### config.mk
export PLATFORM = sky130hd
export DESIGN_NAME = hazard_ctrl
export DESIGN_NICKNAME = d
export VERILOG_FILES = /design/src/rtl/hazard_ctrl.sv
export SDC_FILE = /design/constraint.sdc
export NUM_CORES = 1
export LEC_CHECK = 0
export ABC_AREA = 1
export CAP_MARGIN = 30
export CORE_MARGIN = 5
export CORE_UTILIZATION = 43
export DETAILED_ROUTE_END_ITERATION = 16
export PLACE_DENSITY = 0.89
export SLEW_MARGIN = 20
export SYNTH_ARGS = -nofsm -noshare
export SYNTH_HDL_FRONTEND = slang
export SYNTH_SLANG_ARGS = --single-unit
### constraint.sdc
create_clock -name clk -period 1.8 [get_ports clk]
set_input_delay 0.36 -clock clk [delete_from_list [all_inputs] [get_ports clk]]
set_output_delay 0.36 -clock clk [all_outputs]
set_load 0.01 [all_outputs]
### src/rtl/hazard_ctrl.sv
// hazard_ctrl: load-use stall / redirect flush sequencer; optional perf counters via HAZARD_CTRL_PERF_CNT_EN
module hazard_ctrl #(
  parameter int STALL_CYCLES = 1,
  parameter int FLUSH_CYCLES = 1,
  parameter int CNT_W        = 4
) (
  input  logic       clk,
  input  logic       rst_n,
  input  logic [4:0] id_rs1,
  input  logic [4:0] id_rs2,
  input  logic       id_uses_rs1,
  input  logic       id_uses_rs2,
  input  logic       ex_mem_read,
  input  logic [4:0] ex_rd,
  input  logic       ex_redirect,
  output logic       pc_hold,
  output logic       if_id_hold,
  output logic       if_flush,
  output logic       id_ex_bubble,
  output logic       busy
`ifdef HAZARD_CTRL_PERF_CNT_EN
  ,
  output logic [31:0] stall_count,
  output logic [31:0] flush_count
`endif
);
  typedef enum logic [1:0] {RUN, STALL, FLUSH} state_t;
  state_t           r_state, w_next;
  logic [CNT_W-1:0] r_cnt, w_cnt_next;
  logic             w_hazard;
  assign w_hazard = ex_mem_read && ex_rd != 5'd0 &&
                    ((id_uses_rs1 && id_rs1 == ex_rd) || (id_uses_rs2 && id_rs2 == ex_rd));
  // state and window counter register; reset abandons any open window
  always_ff @(posedge clk) begin
    if (!rst_n) begin
      r_state <= RUN;
      r_cnt   <= '0;
    end else begin
      r_state <= w_next;
      r_cnt   <= w_cnt_next;
    end
  end
  // next state and same-cycle outputs; redirect beats everything, hazard only seen in RUN
  always_comb begin
    w_next       = r_state;
    w_cnt_next   = r_cnt;
    pc_hold      = 1'b0;
    if_id_hold   = 1'b0;
    if_flush     = 1'b0;
    id_ex_bubble = 1'b0;
    busy         = rst_n && r_state != RUN;
    if (!rst_n) begin
      w_next       = RUN;
      w_cnt_next   = '0;
      if_flush     = 1'b1;
      id_ex_bubble = 1'b1;
    end else if (ex_redirect) begin
      if_flush     = 1'b1;
      id_ex_bubble = 1'b1;
      w_next       = FLUSH_CYCLES > 1 ? FLUSH : RUN;
      w_cnt_next   = FLUSH_CYCLES > 1 ? CNT_W'(FLUSH_CYCLES - 1) : '0;
    end else if (r_state == STALL) begin
      pc_hold      = 1'b1;
      if_id_hold   = 1'b1;
      id_ex_bubble = 1'b1;
      w_cnt_next   = r_cnt - CNT_W'(1);
      w_next       = r_cnt == CNT_W'(1) ? RUN : STALL;
    end else if (r_state == FLUSH) begin
      if_flush     = 1'b1;
      id_ex_bubble = 1'b1;
      w_cnt_next   = r_cnt - CNT_W'(1);
      w_next       = r_cnt == CNT_W'(1) ? RUN : FLUSH;
    end else if (w_hazard) begin
      pc_hold      = 1'b1;
      if_id_hold   = 1'b1;
      id_ex_bubble = 1'b1;
      w_next       = STALL_CYCLES > 1 ? STALL : RUN;
      w_cnt_next   = STALL_CYCLES > 1 ? CNT_W'(STALL_CYCLES - 1) : '0;
    end
  end
`ifdef HAZARD_CTRL_PERF_CNT_EN
  logic [31:0] r_stall_count, r_flush_count;
  assign stall_count = r_stall_count;
  assign flush_count = r_flush_count;
  // cycle counters for stalled and flushed cycles, wrapping at 2^32
  always_ff @(posedge clk) begin
    if (!rst_n) begin
      r_stall_count <= '0;
      r_flush_count <= '0;
    end else begin
      r_stall_count <= r_stall_count + {31'd0, pc_hold};
      r_flush_count <= r_flush_count + {31'd0, if_flush};
    end
  end
`endif
endmodule

==> out/metrics.yaml <==
outcome: "complete, no violations"
fin_ws_ns: 0.0350
crit_type: "in -> out"
netlist_area_um2: 587
grt_max_degree: 10
antenna_found_initial: 0
fin_crit_ns: 1.76
fillerInstances: 128
synth-edff-count: 0
synth_ff_type: "dfxtp_1"
post-place-ws_ns: -0.653
worst_pin_slew_ns: 0.218
yosys-top-cells-count: "40 x nand2_1, 15 x inv_1, 11 x nor2_1"
worst-path-buf-inv: 4
drt_iter0_markers: 22
ir_drop_mv: 0.325
grt_overflow_total: 0
critPathMaxFanout: 5
met1_usage_pct: 18.7
crit_start: "rst_n"
grt_util_all_layers_pct: 15.2
drc: 0
use_met2_pct: 25.2
ant_nets: 0
fp.dieArea_um2: 2200
final_nets: 169
top_usage_layer: "met2"
io_buffers: 25
rows: 13
postSynthAreaPerCell_um2: 5.38
yosys-top-cells-area: "nand2_1 26%, dfxtp_1 20%, inv_1 9.6%"
cp_num_cells: 6
viasPerCell: 4.61
fp.dieW_um: 46.9
grt_pass1_wl_um: 2350
ys_types: 15
cts_buffer_depth: 2
min_path_type: "reg -> reg"
dp_hpwl_um: 1250
final-setup-viol-count: 0
clk_pin_slew_ns: 0.04
drv_slew: 0
start_util_pct: 45.1
hold_violations: 0
drtPass1Iterations: 4
fin_crit_sh_pct: 98.1
antenna_cells: 0
r2r_end: "r_cnt[2]"
skew_ns: 0.00198
io_pins: 26
fmax_mhz: 567
cp_data_arrival_time_ns: 1.40
gp_congestion: 0.723
design_area_um2: 905
ys_ff_latch: 6
crit_chain: "clkdlybuf4s50_1 -> inv_2 -> nor2_4 -> buf_6 -> nand3_1 -> clkdlybuf4s15_2"
clock_sinks: 6
cp_slowest_stage_delay_ns: 0.47
drive_above_1_share_pct: 24.3
core-area_um2: 1300
drv_cap: 0
grt_use_met3_pct: 5.75
critPathCapture: "id_ex_bubble"
htreeDepth: 1
synth.largest_area_cell: "nand2_1"
critPathTopFamily: "buffers and inverters"
powerDensity_nw_per_um2: 396
synthArstFlopShare_pct: 0
area_growth_pct: 54.2
grt_pass1_vias: 608
rr_worst_depth: 8
cts_buffers: 3
die_h_um: 46.9
relSlewSlack_pct: 85.4
drt-total-wl_um: 1540
leakage_nw: 0.542
post_dp_cell_area_um2: 893
slowest_stage: "clkdlybuf4s50_1"
num_vias: 733
endpoint_kind: "output port"
hold_slack_ns: 0.483
yosys_warnings: 0
r2r_slack_ns: 0.65
syn_nets: 132
netlist.area_leader.share_pct: 25.6
wl_per_cell_um: 9.66
cp.required_ns: 1.44
clock_latency_ns: 0.24
r2r_start: "r_cnt[0]"
yosysSeqAreaShare_pct: 20.5
syn_inst: 109
post-synth-top-count-cell: "nand2_1"
cts_tree: "built"
cp-start-kind: "primary input"
clockRootBuffer: "clkbuf_4"
[cells in the final DEF (no fill, tap or decap), types with 4 or more instances in the layout]
cell,n
inv_2,9
nand4_1,4
nor2_1,10
dfxtp_1,6
nand3_1,4
dlygate4sd2_1,13
nand2_1,40
o21ai_1,4
inv_1,15
buf_4,7
a21oi_1,5
[state kept, by name, indices dropped and copies added (netlist names)]
signal	cells
r_cnt	4
r_state	2
[per-layer routing]
layer  routed length [um]  part of all wire [%]
met1                  651                    42
met2                  824                    54
met3                   53                   3.5
met4                    6                  0.39
met5                    0                     0
[what timing repair did]
action                                  in CTS  in global routing
endpoints found under the setup margin       5                  4
hold buffers                                 0                  0
gates resized for setup                     35                  9
gates cloned                                 0                  0
buffers inserted                             0                  2
hold endpoints to repair                     0                  0
pin swaps                                   11                  6
[metrics by stage]
step / cells / util, % / TNS (ns) / total power, mW
after floorplan: 109 / - / 0 / 0.176
after global placement: 154 / 68.7 / -2.22 / 0.244
after detailed placement: 154 / 68.7 / -2.33 / 0.246
after CTS: 157 / 68.8 / 0 / 0.358
after global routing: 159 / 69.5 / -0.00234 / 0.382
final: 159 / 69.5 / 0 / 0.358
[power breakdown]
| part | internal, mW | leakage (nW) | switching, mW | total, mW |
|---|---|---|---|---|
| clock | 0.0754 | 0.0138 | 0.0481 | 0.124 |
| combinational | 0.0549 | 0.480 | 0.0466 | 0.102 |
| sequential | 0.133 | 0.0483 | 0 | 0.133 |
| total | 0.264 | 0.542 | 0.0947 | 0.358 |
[worst register-to-register path, cell delays in order, from the launching register on]
cell and delay (ns):
dfxtp_1 0.36, inv_1 0.09, ha_1 0.20, inv_1 0.08
nor2_4 0.04, o21ai_1 0.11, a21oi_1 0.05, o21ai_1 0.07
inv_1 0.05
[cell families (layout without fill, tap and decap cells)]
| family | count (synthesis) | count (layout) | synth area share (%) |
|---|---|---|---|
| buf+inv | 25 | 60 | 16.6 |
| fa+ha+maj | 2 | 2 | 4.26 |
| compound gates | 11 | 11 | 9.38 |
| flops | 6 | 6 | 20.5 |
| simple gates | 65 | 65 | 49.3 |
[how the worst min path moves through the flow]
stage                          start    endpoint  slack, ns  cells past startpoint
after floorplan           r_state[1]  r_state[1]       0.45                      2
after global placement    r_state[1]  r_state[1]       0.47                      2
after detailed placement  r_state[1]  r_state[1]       0.48                      2
after CTS                   r_cnt[0]    r_cnt[0]       0.49                      1
after global routing      r_state[1]  r_state[1]       0.52                      2
final                     r_state[1]  r_state[1]       0.48                      2
[cell type report]
type                    count  area, um2  share of cell area, %
multi-input cells          78        379                   41.9
repair buffers             33        274                   30.3
inverters                  24       90.1                   9.96
flip-flops and latches      6        120                   13.3
clock buffers               3       22.5                   2.49
well taps                  15       18.8                   2.07
Power figures use the tool's default switching activity.
